==> config.mk <==
export PLATFORM = sky130hd
export DESIGN_NAME = wide_adder_seq
export DESIGN_NICKNAME = d
export VERILOG_FILES = /design/src/rtl/wide_adder_pkg.sv /design/src/rtl/wide_adder_seq_cla.sv /design/src/rtl/wide_adder_seq.sv
export SDC_FILE = /design/constraint.sdc
export NUM_CORES = 1
export LEC_CHECK = 0
export ABC_AREA = 0
export BUFFER_PORTS_ARGS = -buffer_cell sky130_fd_sc_hd__buf_2
export CAP_MARGIN = 30
export CORE_AREA = 10 10 125 93
export CTS_BUF_LIST = sky130_fd_sc_hd__clkbuf_16
export CTS_CLUSTER_DIAMETER = 30
export DETAILED_ROUTE_END_ITERATION = 7
export DIE_AREA = 0 0 135 103
export MAX_ROUTING_LAYER = met4
export PLACE_DENSITY = 0.79
export REMOVE_ABC_BUFFERS = 1
export SLEW_MARGIN = 20
export SYNTH_ARGS = -nofsm -noshare
export SYNTH_HDL_FRONTEND = slang
export SYNTH_HIERARCHICAL = 1
export SYNTH_SLANG_ARGS = --single-unit
export TNS_END_PERCENT = 20
==> constraint.sdc <==
create_clock -name clk_i -period 4.8 [get_ports clk_i]
set_input_delay 0.96 -clock clk_i [delete_from_list [all_inputs] [get_ports clk_i]]
set_output_delay 0.96 -clock clk_i [all_outputs]
set_load 0.05 [all_outputs]
==> src/rtl/wide_adder_pkg.sv <==
// wide_adder_pkg: shared slice width, sequencer state encoding and index-width helper.
package wide_adder_pkg;
  localparam int WORD_W = 8;
  typedef enum logic [1:0] {IDLE, RUN, DONE} state_e;
  function automatic int idx_w(input int n);
    return (n > 1) ? $clog2(n) : 1;
  endfunction
endpackage

==> src/rtl/wide_adder_seq_cla.sv <==
// wide_adder_seq_cla: 8-bit carry-lookahead adder slice; each carry is a flat sum of generate/propagate products.
module wide_adder_seq_cla
  import wide_adder_pkg::*;
(
  input  logic [WORD_W-1:0] a_i,
  input  logic [WORD_W-1:0] b_i,
  input  logic              c_i,
  output logic [WORD_W-1:0] s_o,
  output logic              c_o
);
  logic [WORD_W-1:0] g, p;
  logic [WORD_W:0] c;
  logic pr, acc;
  assign g = a_i & b_i;
  assign p = a_i ^ b_i;
  always_comb begin
    c = '0;
    pr = 1'b1;
    acc = 1'b0;
    for (int i = 0; i <= WORD_W; i++) begin
      pr = 1'b1;
      acc = 1'b0;
      for (int j = i - 1; j >= 0; j--) begin
        acc = acc | (g[j] & pr);
        pr = pr & p[j];
      end
      c[i] = acc | (c_i & pr);
    end
  end
  assign s_o = p ^ c[WORD_W-1:0];
  assign c_o = c[WORD_W];
endmodule

==> src/rtl/wide_adder_seq.sv <==
// wide_adder_seq: wide add/sub sequenced one 8-bit word per cycle through a single CLA slice.
// Defining WIDE_ADDER_SEQ_OVF_EN adds the signed-overflow output ovf_o.
module wide_adder_seq
  import wide_adder_pkg::*;
#(
  parameter int N_WORDS = 4,
  localparam int W = WORD_W * N_WORDS,
  localparam int IW = idx_w(N_WORDS)
) (
  input  logic         clk_i,
  input  logic         rst_i,
  input  logic         valid_i,
  output logic         ready_o,
  input  logic [W-1:0] a_i,
  input  logic [W-1:0] b_i,
  input  logic         c_i,
  input  logic         sub_i,
  output logic         valid_o,
  input  logic         ready_i,
  output logic [W-1:0] sum_o,
  output logic         c_o
`ifdef WIDE_ADDER_SEQ_OVF_EN
  ,
  output logic         ovf_o
`endif
);
  state_e state_q, state_d;
  logic [N_WORDS-1:0][WORD_W-1:0] a_q, a_d, b_q, b_d, sum_q, sum_d;
  logic carry_q, carry_d;
  logic [IW-1:0] idx_q, idx_d;
  logic [WORD_W-1:0] s;
  logic co, acc, last;
  assign acc = valid_i && state_q == IDLE;
  assign last = idx_q == IW'(N_WORDS - 1);
  wide_adder_seq_cla u_cla (
    .a_i(a_q[idx_q]),
    .b_i(b_q[idx_q]),
    .c_i(carry_q),
    .s_o(s),
    .c_o(co)
  );
  // Subtraction is folded into the operand register: B is stored inverted with a carry seed of 1.
  always_comb begin
    state_d = state_q;
    a_d = acc ? a_i : a_q;
    b_d = acc ? (sub_i ? ~b_i : b_i) : b_q;
    sum_d = sum_q;
    carry_d = carry_q;
    idx_d = idx_q;
    if (acc) begin
      state_d = RUN;
      carry_d = sub_i | c_i;
      idx_d = '0;
    end else if (state_q == RUN) begin
      sum_d[idx_q] = s;
      carry_d = co;
      idx_d = idx_q + 1'b1;
      state_d = last ? DONE : RUN;
    end else if (state_q == DONE && ready_i) begin
      state_d = IDLE;
    end
  end
  always_ff @(posedge clk_i or posedge rst_i) begin
    if (rst_i) begin
      state_q <= IDLE;
      a_q <= '0;
      b_q <= '0;
      sum_q <= '0;
      carry_q <= 1'b0;
      idx_q <= '0;
    end else begin
      state_q <= state_d;
      a_q <= a_d;
      b_q <= b_d;
      sum_q <= sum_d;
      carry_q <= carry_d;
      idx_q <= idx_d;
    end
  end
  assign ready_o = state_q == IDLE;
  assign valid_o = state_q == DONE;
  assign sum_o = sum_q;
  assign c_o = carry_q;
`ifdef WIDE_ADDER_SEQ_OVF_EN
  logic ovf_q, ovf_d;
  assign ovf_d = (state_q == RUN && last)
    ? (a_q[N_WORDS-1][WORD_W-1] == b_q[N_WORDS-1][WORD_W-1]) && (s[WORD_W-1] != a_q[N_WORDS-1][WORD_W-1])
    : ovf_q;
  always_ff @(posedge clk_i or posedge rst_i) begin
    if (rst_i) ovf_q <= 1'b0;
    else ovf_q <= ovf_d;
  end
  assign ovf_o = ovf_q;
`endif
endmodule

==> flow_summary.yaml, run 1 <==
critical_path:
  endpoint_kind: "flip-flop"
  reg2reg_from: "idx_q[0]"
  cp-start-kind: "flip-flop"
  arrival_ns: 3.23
  rr_worst_depth: 8
  critical_path_class: "reg2reg"
  worstPathRequired_ns: 5.09
  reg2reg_slack_ns: 1.85
  crit_fanout: 15
  r2r-end: "sum_o[6]"
routing:
  vias: 3122
  ant_nets: 0
  drc: 0
  dr.pass1.iters: 4
  wire_per_inst_um: 18.0
  wirelength_um: 10700
  drt_iter0_markers: 184
  viasPerCell: 5.24
logic_synthesis:
  synth_top_area_cell: "dfrtp_1"
  syn_area_per_cell_um2: 13.3
  syn_inst: 364
  synthTopCellsByArea: "dfrtp_1 52%, mux2_2 15%, mux4_2 7.4%"
  synth_warnings: 6
  synth_seq_cells: 101
  synth_cell_type_count: 32
  syn_area_um2: 4840
  synth_top_area_share: 0.522
  ys_seq_area_frac: 0.522
clock_tree:
  htreeDepth: 3
  cts_resized: 0
  cts_buffers: 9
  cts_num_sinks: 101
  cts_buffer_depth: 2
  cts_tree: "built"
  ctsRootBufferMaster: "clkbuf_16"
  clk_pin_slew_ns: 0.07
  post-cts-setup-buffers: 0
  cts_hold_buf: 0
  clock_latency_ns: 0.34
sta:
  period_share: 0.614
  fin_tns_setup_ns: 0
  hold_violations: 0
  fin_ws_ns: 1.85
  fin_worst_skew_ns: 0.00477
  worst_pin_slew_ns: 0.929
  rsz0062_at_grt: "false"
  setup_viol: 0
  fmax_ghz: 0.339
  max_slew_margin: 0.380
  finalCriticalPeriod_ns: 2.95
  final-max-slew-violation-count: 0
die:
  die_area_um2: 13900
  io_pins: 105
  initial_utilization: 0.518
  rows: 30
  core-area_um2: 9350
  die_h_um: 103
  die_x_um: 135
run:
  max_cap_viol_count: 0
cells_and_area:
  final_area_um2: 5730
  nNetsFinal: 546
  diodes: 0
  final_common_cell: "buf_2"
  syn_to_final_growth_pct: 18.3
  stdcell_count: 596
  layout_common_cells: "104 x buf_2, 101 x dfrtp_1, 64 x mux2_2"
  drive_gt1_frac: 0.459
power:
  p_leak_nw: 2.60
  peakVddDrop_mv: 0.370
  powerDensity_nw_per_um2: 859
run_status:
  status: "complete, no violations"
global_route:
  grt_pass1_wl_um: 17800
  grt_busiest_layer: "met2"
  grt_use_met2: 0.267
  gr-total-overflow: 0
  grt_pass1_vias: 3461
  antenna_found_initial: 0
  grt_max_degree: 97
  grt.total_usage: 0.167
  grtUsageMet1: 0.204
  met3_usage: 0.0550
placed_design:
  io_buffers: 104
  dpl_cell_area_um2: 5410
  placed_cells: 579
  hpwl_um: 7970
  gp_congestion: 0.819
  dp_slack_ns: 1.83
worst_hold_path:
  whs_endpoint: "sum_o[17]"
  whs_path_depth: 1
  holdCritPathClass: "reg2reg"
  hp-start: "sum_o[17]"
-- through the flow --
step                hold WS [ns]  utilization  total power, mW
floorplan                  0.475            -             3.56
global placement           0.483        0.579             4.13
detailed placement         0.488        0.579             4.24
CTS                        0.504        0.610             4.98
global route               0.519        0.613             5.31
finish                     0.502        0.613             4.93
-- where the power goes --
part           internal, mW  switching, mW  total, mW
sequential             1.27          0.279       1.55
combinational          1.09           1.58       2.66
clock                 0.401          0.311      0.711
total                  2.76           2.17       4.93
-- critical path, stage by stage (launching register included) --
cell and delay (ns):
dfrtp_1 0.55, buf_4 0.36, mux4_2 0.56, ha_1 0.37
nand3_1 0.14, o2111ai_2 0.24, nand2_1 0.10, xnor2_1 0.33
mux2_2 0.23
-- synthesized netlist by cell type --
cell type,number
dfrtp_1,101
mux2_2,64
nor2_1,39
xnor2_1,37
a21oi_1,36
mux4_2,16
ha_1,12
buf_4,10
buf_2,8
inv_1,6
o21ai_0,5
nand2_4,4
nand2_1,3
buf_6,2
nand3_1,2
o21bai_1,2
o22ai_1,2
a21oi_2,1
a22o_1,1
a31oi_2,1
and2b_1,1
fa_1,1
nand2b_1,1
nor2b_1,1
nor3_1,1
nor3_2,1
nor3b_4,1
o2111ai_2,1
o211ai_2,1
or2_2,1
or4b_1,1
xor2_1,1
-- final cells by class --
cell class	count	area, um2
Inverter	6	25.0
Clock buffer	9	225
Fill cell	734	3610
Clock inverter	7	67.6
Tap cell	128	160
Multi-Input combinational cell	237	2160
Timing Repair Buffer	108	571
Sequential cell	101	2530
-- routing by layer --
metal  vias to the layer above  routed length [um]
met5                         -                   0
met4                         0                  97
met3                         7                 678
met2                        85                5140
met1                      1549                4820
li1                       1481                   -
-- how the worst max path moves through the flow --
stage | startpoint | end | slack [ns] | cells past startpoint
3_3_place_gp | idx_q[0] | sum_o[31] | 1.92 | 8
3_5_place_dp | idx_q[0] | sum_o[7] | 1.83 | 8
6_report | idx_q[0] | sum_o[6] | 1.85 | 8
4_1_cts | idx_q[0] | sum_o[6] | 1.79 | 8
5_1_grt | idx_q[0] | sum_o[6] | 1.57 | 8
2_1_floorplan | rst_i | a_q[0] | 1.19 | 1
-- cells by family after synthesis --
group | share of synthesized area
AOI/OAI and AO/OA | 0.0599
xor gates and xnor gates | 0.0687
adders and majority gates | 0.0351
buffers and inverters | 0.0331
DFF | 0.522
muxes | 0.223
and+or+nand+nor | 0.0584
-- registers in the layout, summed over array words and instances (netlist names) --
register / flops
sum_o: 32
b_q: 32
idx_q: 2
state_q: 2
c_o: 1
a_q: 32
No activity file was read; power rests on OpenSTA's default activity.
==> inputs of run 2 (changes only) <==
- ABC_AREA: 0 -> 1
- CORE_AREA: 10 10 125 93 -> 10 10 127 94
- DIE_AREA: 0 0 135 103 -> 0 0 137 104
- PLACE_DENSITY: 0.79 -> 0.8
- clock period: 4.8 -> 2.8 ns (I/O delays scaled with it)
==> flow_summary.yaml, run 2 <==
logic_synthesis:
  synth_seq_cells: 101
  ys_seq_area_frac: 0.493
  yosys.cell_count.top_type: "nand2_1"
  synth_warnings: 6
  synth-edff-count: 0
  synth_top_area_share: 0.493
  synth_common_cells: "185 x nand2_1, 101 x dfrtp_1, 57 x o21ai_1"
  syn_inst: 595
  syn_area_um2: 5120
  synthTopCellsByArea: "dfrtp_1 49%, nand2_1 14%, xnor2_1 5.6%"
  ys.flop_type: "dfrtp_1"
  synth_cell_type_count: 32
  synth_top_area_cell: "dfrtp_1"
  syn_area_per_cell_um2: 8.61
  async_flop_share: 1.00
routing:
  ant_nets: 0
  dr.pass1.iters: 5
  vias: 4116
  wire_per_inst_um: 14.6
  drc: 0
  viasPerCell: 5.03
  wirelength_um: 11900
  drt_iter0_markers: 308
global_route:
  grt.total_usage: 0.177
  grt_pass1_vias: 4128
  antenna_found_initial: 0
  grt_max_degree: 77
  grt_pass1_wl_um: 20300
  gr-total-overflow: 0
clock_tree:
  cts_buffer_depth: 2
  cts_num_sinks: 101
  post-cts-setup-buffers: 0
  cts_buffers: 9
  clk_pin_slew_ns: 0.07
  cts_tree: "built"
  cts_hold_buf: 0
  ctsRootBufferMaster: "clkbuf_16"
  htreeDepth: 3
  cts_resized: 0
  clock_latency_ns: 0.35
critical_path:
  crit_start: "idx_q[1]"
  reg2reg_from: "idx_q[1]"
  critical_path_class: "reg2reg"
  endpoint_kind: "flip-flop"
  reg2reg_slack_ns: 0.35
  cp-start-kind: "flip-flop"
  r2r-end: "sum_o[22]"
  endpoint: "sum_o[22]"
  arrival_ns: 2.68
  crit_fanout: 12
  worstPathRequired_ns: 3.03
  rr_worst_depth: 13
worst_hold_path:
  holdCritPathClass: "in2async"
placed_design:
  gp_congestion: 0.906
  dp_slack_ns: 0.367
  hpwl_um: 8950
  io_buffers: 104
  dpl_cell_area_um2: 5680
sta:
  setup_viol: 0
  period_share: 0.877
  hold_violations: 0
  final-max-slew-violation-count: 0
  fin_ws_ns: 0.346
  finalCriticalPeriod_ns: 2.45
  max_slew_margin: 0.415
  fin_worst_skew_ns: 0.00977
  rsz0062_at_grt: "false"
  worst_pin_slew_ns: 0.877
  fmax_ghz: 0.407
cells_and_area:
  nNetsFinal: 769
  diodes: 0
  drive_gt1_frac: 0.230
  layout_common_cells: "185 x nand2_1, 104 x buf_2, 101 x dfrtp_1"
  final_area_um2: 5970
  final_common_cell: "nand2_1"
  syn_to_final_growth_pct: 16.4
  fillerInstances: 815
die:
  die_h_um: 104
  die_area_um2: 14200
  initial_utilization: 0.538
  rows: 30
  die_x_um: 137
  io_pins: 105
  core-area_um2: 9530
run:
  max_cap_viol_count: 0
run_status:
  status: "complete, no violations"
[run 2: cell count changes after synthesis, moves of 16 or more]
cell     change
a21oi_1     -25
inv_1       +33
mux2_2      -64
mux4_2      -16
nand2_1    +182
o21ai_0     +34
o21ai_1     +57
o21ai_2     +16
[run 2: worst min-delay path by stage]
stage | end | slack, ns | startpoint
global route | sum_o[18] | 0.28 | rst_i
detailed placement | a_q[7] | 0.46 | a_q[7]
CTS | sum_o[18] | 0.26 | rst_i
floorplan | a_q[0] | 0.44 | a_q[0]
global placement | a_q[1] | 0.46 | a_q[1]
finish | sum_o[8] | 0.24 | rst_i
[run 2: critical path, cell delays in order, from the launching register on]
cell and delay (ns):
dfrtp_1 0.37, inv_1 0.24, buf_4 0.25, o211ai_1 0.10, o21ai_0 0.18, ha_1 0.33, nand3_1 0.13, nand3_2 0.11
nand2_1 0.12, nand2_4 0.06, a21oi_1 0.15, nor2_2 0.04, inv_1 0.13, o21ai_1 0.10
[run 2: layer usage]
metal	wire, um	vias to the layer above	global-route usage
met5	0	-	-
met4	102	0	0.0398
met3	674	10	0.0478
met2	5330	112	0.254
met1	5840	1914	0.245
li1	-	2080	-
[run 2: area by class of cell]
class                   count  area [um2]  area share
multi-input cells         420        2230       0.374
flip-flops and latches    101        2530       0.424
well taps                 128         160      0.0268
clock buffers               9         225      0.0378
clock inverters             7        57.6     0.00965
inverters                  43         169      0.0283
repair buffers            111         598       0.100
[run 2: cell families (layout without fill, tap and decap cells)]
kind of cell / after synthesis / count (layout) / synth area share
AND/OR/NAND/NOR: 240 / 240 / 0.195
adder cells (fa/ha/maj): 13 / 13 / 0.0332
buffers and inverters: 74 / 170 / 0.0720
XOR/XNOR: 36 / 36 / 0.0630
flip-flops: 101 / 101 / 0.493
AO/OA/AOI/OAI: 131 / 131 / 0.144
[run 2: through the flow]
step                      TNS (ns)  std cells   util  hold WS (ns)
after CTS                        0        819  0.626         0.256
after global placement           0        803  0.596         0.456
after floorplan             -41.12        564      -         0.444
after global routing             0        819  0.626         0.280
final                            0        819  0.626         0.245
after detailed placement         0        803  0.596         0.460
Power of run 2 is left out: the tool's default activity adds up to more than one toggle a clock period on the data nets, which glitch-free logic cannot reach.
